<file path="src/rtl/freq_meter.sv">
// rtl/freq_meter.sv - period / high-time meter for a slow external square wave.
// Define FREQ_METER_HIGH_EN to build the high-time counter; otherwise high_time is tied to 0.
module freq_meter #(
    parameter int CNT_BIT = 26,
    parameter int TIMEOUT = 50_000_000
) (
    input  logic               clk,
    input  logic               rst,
    input  logic               en,
    input  logic               sig_in,
    output logic [CNT_BIT-1:0] period,
    output logic [CNT_BIT-1:0] high_time,
    output logic               valid,
    output logic               timeout,
    output logic               busy
);

    typedef enum logic {
        IDLE    = 1'b0,
        MEASURE = 1'b1
    } state_t;

    localparam logic [CNT_BIT-1:0] TMO = CNT_BIT'(TIMEOUT);
    localparam logic [CNT_BIT-1:0] ONE = CNT_BIT'(1);

    state_t             state_q;
    logic               s1_q, s2_q, s3_q;
    logic [CNT_BIT-1:0] cnt_q, cnt_d;
    logic [CNT_BIT-1:0] period_q;
    logic               valid_q, timeout_q, busy_q;
    logic               rise, start, publish, expire, counting;

    assign rise     = s2_q & ~s3_q;
    assign start    = en & (state_q == IDLE) & rise;
    assign publish  = en & (state_q == MEASURE) & rise;
    // A rise landing on cnt == TIMEOUT is still a valid measurement.
    assign expire   = en & (state_q == MEASURE) & ~rise & (cnt_q == TMO);
    assign counting = en & (state_q == MEASURE) & ~rise & ~expire;

    always_comb begin
        cnt_d = '0;
        if (start || publish) begin
            cnt_d = ONE;
        end else if (counting) begin
            cnt_d = cnt_q + ONE;
        end
    end

    always_ff @(posedge clk) begin
        if (rst) begin
            s1_q      <= 1'b0;
            s2_q      <= 1'b0;
            s3_q      <= 1'b0;
            state_q   <= IDLE;
            cnt_q     <= '0;
            period_q  <= '0;
            valid_q   <= 1'b0;
            timeout_q <= 1'b0;
            busy_q    <= 1'b0;
        end else begin
            s1_q      <= sig_in;
            s2_q      <= s1_q;
            s3_q      <= s2_q;
            cnt_q     <= cnt_d;
            valid_q   <= publish;
            timeout_q <= expire;
            if (publish) begin
                period_q <= cnt_q;
            end
            if (!en) begin
                state_q <= IDLE;
                busy_q  <= 1'b0;
            end else begin
                case (state_q)
                    IDLE: begin
                        if (rise) begin
                            state_q <= MEASURE;
                            busy_q  <= 1'b1;
                        end
                    end
                    MEASURE: begin
                        if (expire) begin
                            state_q <= IDLE;
                            busy_q  <= 1'b0;
                        end
                    end
                    default: begin
                        state_q <= IDLE;
                        busy_q  <= 1'b0;
                    end
                endcase
            end
        end
    end

`ifdef FREQ_METER_HIGH_EN
    logic [CNT_BIT-1:0] hi_q, hi_d, high_q;

    // The rise cycle itself is high, hence the restart value of 1.
    always_comb begin
        hi_d = '0;
        if (start || publish) begin
            hi_d = ONE;
        end else if (counting) begin
            hi_d = hi_q + CNT_BIT'(s2_q);
        end
    end

    always_ff @(posedge clk) begin
        if (rst) begin
            hi_q   <= '0;
            high_q <= '0;
        end else begin
            hi_q <= hi_d;
            if (publish) begin
                high_q <= hi_q;
            end
        end
    end

    assign high_time = high_q;
`else
    assign high_time = '0;
`endif

    assign period  = period_q;
    assign valid   = valid_q;
    assign timeout = timeout_q;
    assign busy    = busy_q;

endmodule

</file>
<file path="config.mk">
export PLATFORM = sky130hd
export DESIGN_NAME = freq_meter
export DESIGN_NICKNAME = d
export VERILOG_FILES = /design/src/rtl/freq_meter.sv
export SDC_FILE = /design/constraint.sdc
export NUM_CORES = 1
export LEC_CHECK = 0
export CORE_ASPECT_RATIO = 1.25
export CORE_MARGIN = 3
export CORE_UTILIZATION = 30
export DETAILED_ROUTE_END_ITERATION = 7
export PLACE_DENSITY = 0.5
export SETUP_SLACK_MARGIN = 0.05
export SYNTH_ARGS = -nofsm -noshare
export SYNTH_HDL_FRONTEND = slang
export SYNTH_SLANG_ARGS = --single-unit
export TNS_END_PERCENT = 5
</file>
<file path="constraint.sdc">
create_clock -name clk -period 4.3 [get_ports clk]
set_clock_uncertainty 0.2 [all_clocks]
set_input_delay 0.86 -clock clk [delete_from_list [all_inputs] [get_ports clk]]
set_output_delay 0.86 -clock clk [all_outputs]
set_load 0.005 [all_outputs]
</file>
* After elaboration in Yosys (flattened, before gate mapping) *
Cells that the tools add are included.

word-level totals
  flip-flop bits (word level) = 59
  input bits = 4
  output and inout bits = 55
  logic and storage cells = 40

cells by class
  $add $sub $neg = 1
  eq/ne operators = 3
  muxes and demuxes = 8
  bitwise operators = 14
  reductions and logical operators = 4

operators with widths
  kind                     count
  $add A26 B1 Y26 const B  1
  $eq A26 B26 Y1 const B   1
  $and A1 B1 Y1            8
  $mux W1                  6
  $not A1 Y1               6
  $pmux W1 S2              2
  $reduce_or A3 Y1         1
  $ne A2 B1 Y1 const B     1
  $ne A2 B2 Y1 const B     1
  $reduce_and A2 Y1        1
  $reduce_or A2 Y1         1
  $logic_or A1 B1 Y1       1

* Longest topological paths before layout *
  word-level depth = 9
  depth in mapped cells = 7
  gate-level depth less buffers = 6

* Worst setup path after synthesis *
Ideal clock, no wire load.

  path type = flip-flop to flip-flop
  start point = register cnt_q[3]
  end point = register cnt_q[25]
  library setup time = 0.087 ns
  arrival time = 1.784 ns
  data required time = 4.013 ns
  path slack = 2.230 ns
  stages on the path, launching flop included = 6
  buffers on the path = 1
  clock period less this slack = 2.070 ns
  path through = dfxtp_1 nand4_2 or3_1 buf_6 or4_1 a211oi_1

between the ends
  cells in the longest elaborated chain, start to end = 6
  elaborated cells on any way between the ends = 7
  those cells by class = add/sub (1); eq/ne (1); bitwise (4); reduce/logical (1)

RTL lines
  item                                                                     line  source
  start: declaration                                                       28    logic [CNT_BIT-1:0] cnt_q, cnt_d;
  start signal: assignment                                                 64    cnt_q <= cnt_d;
  parallel branches: the longest is 6 deep, another holds $add A26 B1 Y26  n/a

Several ways; the timed one is not identified.
A chain may end at the register's enable or synchronous reset.

==> results.json <==
{
  "outcome": "complete, no violations",
  "synth-seq-cells": 59,
  "fmax_mhz": 333,
  "slew_viol_final": 0,
  "root_buffer": "clkbuf_8",
  "cts_htree_levels": 3,
  "seq_power_share": 0.527,
  "dpl_cell_area_um2": 2930,
  "io_pins": 59,
  "hpwl_um": 3750,
  "synth_top_area_cell": "dfxtp_1",
  "layout.nets": 340,
  "power.share.combinational": 0.018,
  "diodes": 0,
  "cp.arrival_ns": 3.04,
  "switching_share": 0.216,
  "die_h_um": 111,
  "setup_viol": 0,
  "initial_core_util": 0.315,
  "global_route.usage.total": 0.118,
  "required_ns": 4.34,
  "grt_max_degree": 33,
  "cts_setup_buffers": 0,
  "clkTransAtPathRegs_ns": 0.06,
  "postSynthCellCount": 307,
  "worstHoldPathType": "register to register",
  "first_pass_iters": 4,
  "die_x_um": 89.9,
  "yosys-top-cells-area": "dfxtp_1 45%, nand2_1 8.1%, buf_4 7.7%, a21oi_1 5.1%, xnor2_1 3.3%",
  "cts_resized": 0,
  "power_density_nw_per_um2": 336,
  "worst_pin_slew_ns": 1.14,
  "max_stage_delay_ns": 0.81,
  "power.internal_mw": 0.817,
  "cp_max_fo": 32,
  "whs_ns": 0.239,
  "ir_drop_uv": 173,
  "ys_seq_area_frac": 0.447,
  "synth_cell_types": 36,
  "max_slew_margin": 0.235,
  "min_period_ns": 3.01,
  "rsz0062_at_grt": "false",
  "yosysMostFrequentCell": "dfxtp_1",
  "postCtsHoldBufs": 0,
  "cts_made_buffers": 9,
  "cp_num_buf_inv": 2,
  "p_switching_mw": 0.225,
  "async_flop_share": 0,
  "synth_top_area_share": 0.447,
  "gp_congestion": 0.726,
  "drive_gt1_frac": 0.0680,
  "critPathKind": "input port to register",
  "wl_per_cell_um": 12.5,
  "synth_commonest_cells": "59 x dfxtp_1, 57 x nand2_1, 27 x a21oi_1, 27 x buf_4, 17 x nor3_1",
  "cp-start-kind": "input port",
  "core_um2": 8380,
  "clockPowerShare": 0.454,
  "clockBufferDepth": 2,
  "cts.sinks": 59,
  "wirelength_um": 5680,
  "final.period_utilization": 0.699,
  "port_buffers": 32,
  "cp_top_family": "simple AND/OR/NAND/NOR gates",
  "endpoint_kind": "register",
  "clk_latency_ns": 0.34,
  "cp_slowest_cell": "nand3_1",
  "hold_viol": 0,
  "synthFlopType": "dfxtp_1",
  "antenna_found_initial": 0,
  "dieArea_um2": 9970,
  "synth.avg_cell_area_um2": 8.60,
  "syn-cell-area_um2": 2640,
  "fp-row-count": 37,
  "grt_pass1_wl_um": 9580,
  "cts_tree": "done",
  "vias": 2108,
  "drt_iter0_drc": 116,
  "grt_overflow": 0,
  "area_growth_pct": 17.6,
  "via_per_inst": 4.63,
  "fin_area_um2": 3110,
  "synth-edff-count": 0,
  "path_cells": "clkdlybuf4s50_1 -> buf_4 -> nor2b_1 -> nand3_1 -> o32ai_1",
  "leakage_nw": 0.965,
  "finalSetupTns_ns": 0,
  "ant_nets": 0,
  "synth-warning-count": 0,
  "drc": 0,
  "maxCapViolations": 0,
  "grt_pass1_vias": 2032
}
power by group through the flow:
stage | sequential [mW] | clock [mW] | combinational [mW]
finish | 0.550 | 0.473 | 0.0189
global route | 0.549 | 0.507 | 0.0219
CTS | 0.550 | 0.486 | 0.0188
detailed placement | 0.562 | 0 | 0.0187
global placement | 0.562 | 0 | 0.0187
floorplan | 0.561 | 0 | 0.0298
worst register-to-register path, stage by stage (launching register included):
cell      delay (ns)
dfxtp_1         0.45
nand4_1         0.42
or3_1           0.65
or4_1           0.55
a211oi_1        0.22
area by class of cell:
class                           count  area, um2
Clock buffer                       12        135
Clock inverter                      3       40.0
Fill cell                         887       5270
Inverter                            8       30.0
Multi-Input combinational cell    222       1240
Sequential cell                    59       1180
Tap cell                          117        146
Timing Repair Buffer               34        335
metal layers:
layer  wire [um]  GRT usage  share of wire  vias to the layer above
met2        2720      0.198           0.48                       40
met3         245     0.0299          0.043                       11
met1        2590      0.139           0.46                      992
li1            -          -              -                     1065
met5           0          0              0                        -
met4         122     0.0582          0.021                        0
final timing paths:
kind / from / endpoint / slack [ns] / cells after the start
setup / recovery: rst / cnt_q[0]$_SDFF_PP0_ / 1.29 / 5
hold / removal: s1_q$_SDFF_PP0_ / s2_q$_SDFF_PP0_ / 0.24 / 1
setup reg to reg: cnt_q[4]$_SDFF_PP0_ / cnt_q[25]$_SDFF_PP0_ / 1.71 / 4
hold reg to reg: s1_q$_SDFF_PP0_ / s2_q$_SDFF_PP0_ / 0.24 / 1
cell usage in the layout (no fill, tap or decap), types with 2 or more instances in the layout:
cell,n
ha_1,2
nor3_1,17
or3_1,5
a21oi_1,27
nor4_1,5
nor4b_1,2
xnor2_1,10
clkbuf_1,3
o21ai_0,2
nor2b_1,6
nand3_1,9
or4_1,8
a211oi_1,9
nand4_2,2
nor2_1,3
clkbuf_8,9
nand4_1,4
o31ai_1,9
dfxtp_1,59
nand2_1,57
nand2b_1,2
conb_1,26
clkdlybuf4s50_1,32
inv_1,8
or2_2,2
clkinv_2,2
xor2_1,5
buf_4,2
metrics by stage:
step / setup slack (ns) / total power, mW / std cells / utilization
2_1_floorplan: 2.23 / 0.591 / 332 / -
3_3_place_gp: 0.956 / 0.580 / 440 / 0.350
3_5_place_dp: 0.933 / 0.581 / 440 / 0.350
4_1_cts: 1.30 / 1.05 / 455 / 0.371
5_1_grt: 1.12 / 1.08 / 455 / 0.371
6_report: 1.29 / 1.04 / 455 / 0.371
kinds of logic after synthesis:
logic type / Yosys count / share of synthesized area
AOI/OAI and AO/OA: 49 / 0.112
xor gates and xnor gates: 15 / 0.0498
adders and majority gates: 2 / 0.00948
buffers and inverters: 51 / 0.119
DFF: 59 / 0.447
other: 1 / 0.00142
and+or+nand+nor: 130 / 0.261
Power figures use the tool's default switching activity.
==> patch: new RTL, config.mk and constraints unchanged <==
The parameter `TIMEOUT` goes from 50_000_000 to 37_500_000.
--- a/src/rtl/freq_meter.sv
+++ b/src/rtl/freq_meter.sv
@@ -3,5 +3,5 @@
 module freq_meter #(
     parameter int CNT_BIT = 26,
-    parameter int TIMEOUT = 50_000_000
+    parameter int TIMEOUT = 37_500_000
 ) (
     input  logic               clk,
Function: no difference found for any inputs over 10 cycles, from zero or initial values and one cycle with rst high; that may be too few to reach the edited logic, so the function may still have changed.
==> patch against the original RTL <==
  * Combinational power rose by 4%
  * Sequential cell count did not move
  * Utilization rose by 0.42 points
  * First-iteration DRC count fell by 38%
  * Worst setup slack improved by 0.53 ns
  * Area after synthesis fell by 1.8%
  * Fmax rose by 21%
  * Wire length fell by 1.5%
  * Power rose by 9.6%
  * Final area rose by 0.56%
  * Critical path type unchanged
  * Largest cell class unchanged
==> patch: results (changes against the original RTL) <==
stage;metric;value;unit;change
worst_setup_path;Critical Path AT;2.49;ns;was 3.04 ns
place;pre-CTS setup slack;1.42;ns;was 0.933 ns
timing;Slew Limit Headroom;0.307;;was 0.235
yosys;top cells by area, synth;dfxtp_1 46%, nand2_1 9.0%, buf_4 7.5%, a21oi_1 7.1%, xnor2_1 3.7%;;was dfxtp_1 45%, nand2_1 8.1%, buf_4 7.7%, a21oi_1 5.1%, xnor2_1 3.3%
worst_setup_path;Critical Path Source;en;;was rst
detailed_routing;Starting DRT DRC Count;72;;was 116
final_layout;share of layout cells above drive strength 1;0.0771;;was 0.0680
final_layout;filler cell count;888;;was 887
yosys;Avg Synthesized Cell Area;8.28;µm²;was 8.60 µm²
worst_setup_path;max incr delay on CP;0.74;ns;was 0.81 ns
clock_network;Worst-path clk slew;0.07;ns;
detailed_routing;Wirelength per Cell;12.5;µm;about the same
worst_setup_path;RR Startpoint;cnt_q[0];;was cnt_q[4]
place;gpl congestion;0.742;;was 0.726
global_route;largest net degree at the start of global routing;33;;unchanged
detailed_routing;Vias/cell;4.67;;was 4.63
yosys;Commonest cells post-synth;62 x nand2_1, 59 x dfxtp_1, 37 x a21oi_1, 26 x buf_4, 21 x nor2_1;;was 59 x dfxtp_1, 57 x nand2_1, 27 x a21oi_1, 27 x buf_4, 17 x nor3_1
global_route;GRT Total Usage;0.125;;was 0.118
final_layout;NumNets Final;351;;was 340
worst_setup_path;CP Max Fanout;27;;was 32
global_route;antenna violations before repair;0;;unchanged
detailed_routing;DR vias;2087;;was 2108
global_route;number of global-route vias before repair;2010;;was 2032
place;Inst Count DP;431;;was 440
outcome;status;complete, no violations;;unchanged
place;detailed placer's ending HPWL;3780;µm;was 3750 µm
power;leak pwr;0.972;nW;was 0.965 nW
yosys;Yosys cell types;37;;was 36
power;VDD IR-drop max;0.160;mV;was 0.173 mV
clock_network;TritonCTS Buffers;9;;unchanged
global_route;first-pass GRT wire length;9370;µm;was 9580 µm
yosys;sequential area share after synthesis;0.456;;was 0.447
[patch: cell families after synthesis]
group,Yosys count,share of synthesized area
XOR/XNOR,13,0.0439
AO/OA/AOI/OAI,52,0.108
flip-flops,59,0.456
buffers and inverters,47,0.110
other,1,0.00145
AND/OR/NAND/NOR,139,0.272
adder cells (fa/ha/maj),2,0.00965
[patch: layer usage]
layer / global-route usage / up-vias / routed length, µm / part of all wire
met5: 0 / - / 0 / 0
met4: 0.0606 / 0 / 112 / 0.020
met3: 0.0345 / 10 / 225 / 0.040
met2: 0.209 / 41 / 2780 / 0.50
met1: 0.144 / 962 / 2470 / 0.44
li1: - / 1074 / - / -
[patch: area by class of cell]
class                           count  area share
Tap cell                           97      0.0389
Multi-Input combinational cell    232       0.391
Timing Repair Buffer               35       0.110
Clock buffer                       12      0.0497
Inverter                            8     0.00962
Clock inverter                      4      0.0232
Sequential cell                    59       0.378
[patch: critical path, delay by kind of cell]
family / cells / cell delay [ns]
AND/OR/NAND/NOR: 2 / 1.02
AO/OA/AOI/OAI: 1 / 0.09
buffers and inverters: 1 / 0.51
[patch: worst paths after layout]
path                to  slack, ns  depth (start not counted)
min reg2reg       s2_q       0.25                          1
min               s2_q       0.25                          1
max reg2reg  cnt_q[20]       1.90                          5
max          period[8]       1.83                          4
[patch: per-stage QoR]
step	cell area [µm²]	utilization
floorplan	2690	-
global placement	2900	0.347
detailed placement	2900	0.347
CTS	3120	0.375
global route	3120	0.375
finish	3120	0.375
[patch: power breakdown]
part           internal (mW)  total, mW  switching [mW]
Clock                  0.357      0.572           0.215
Sequential             0.548      0.550         0.00139
Combinational        0.00559     0.0197          0.0141
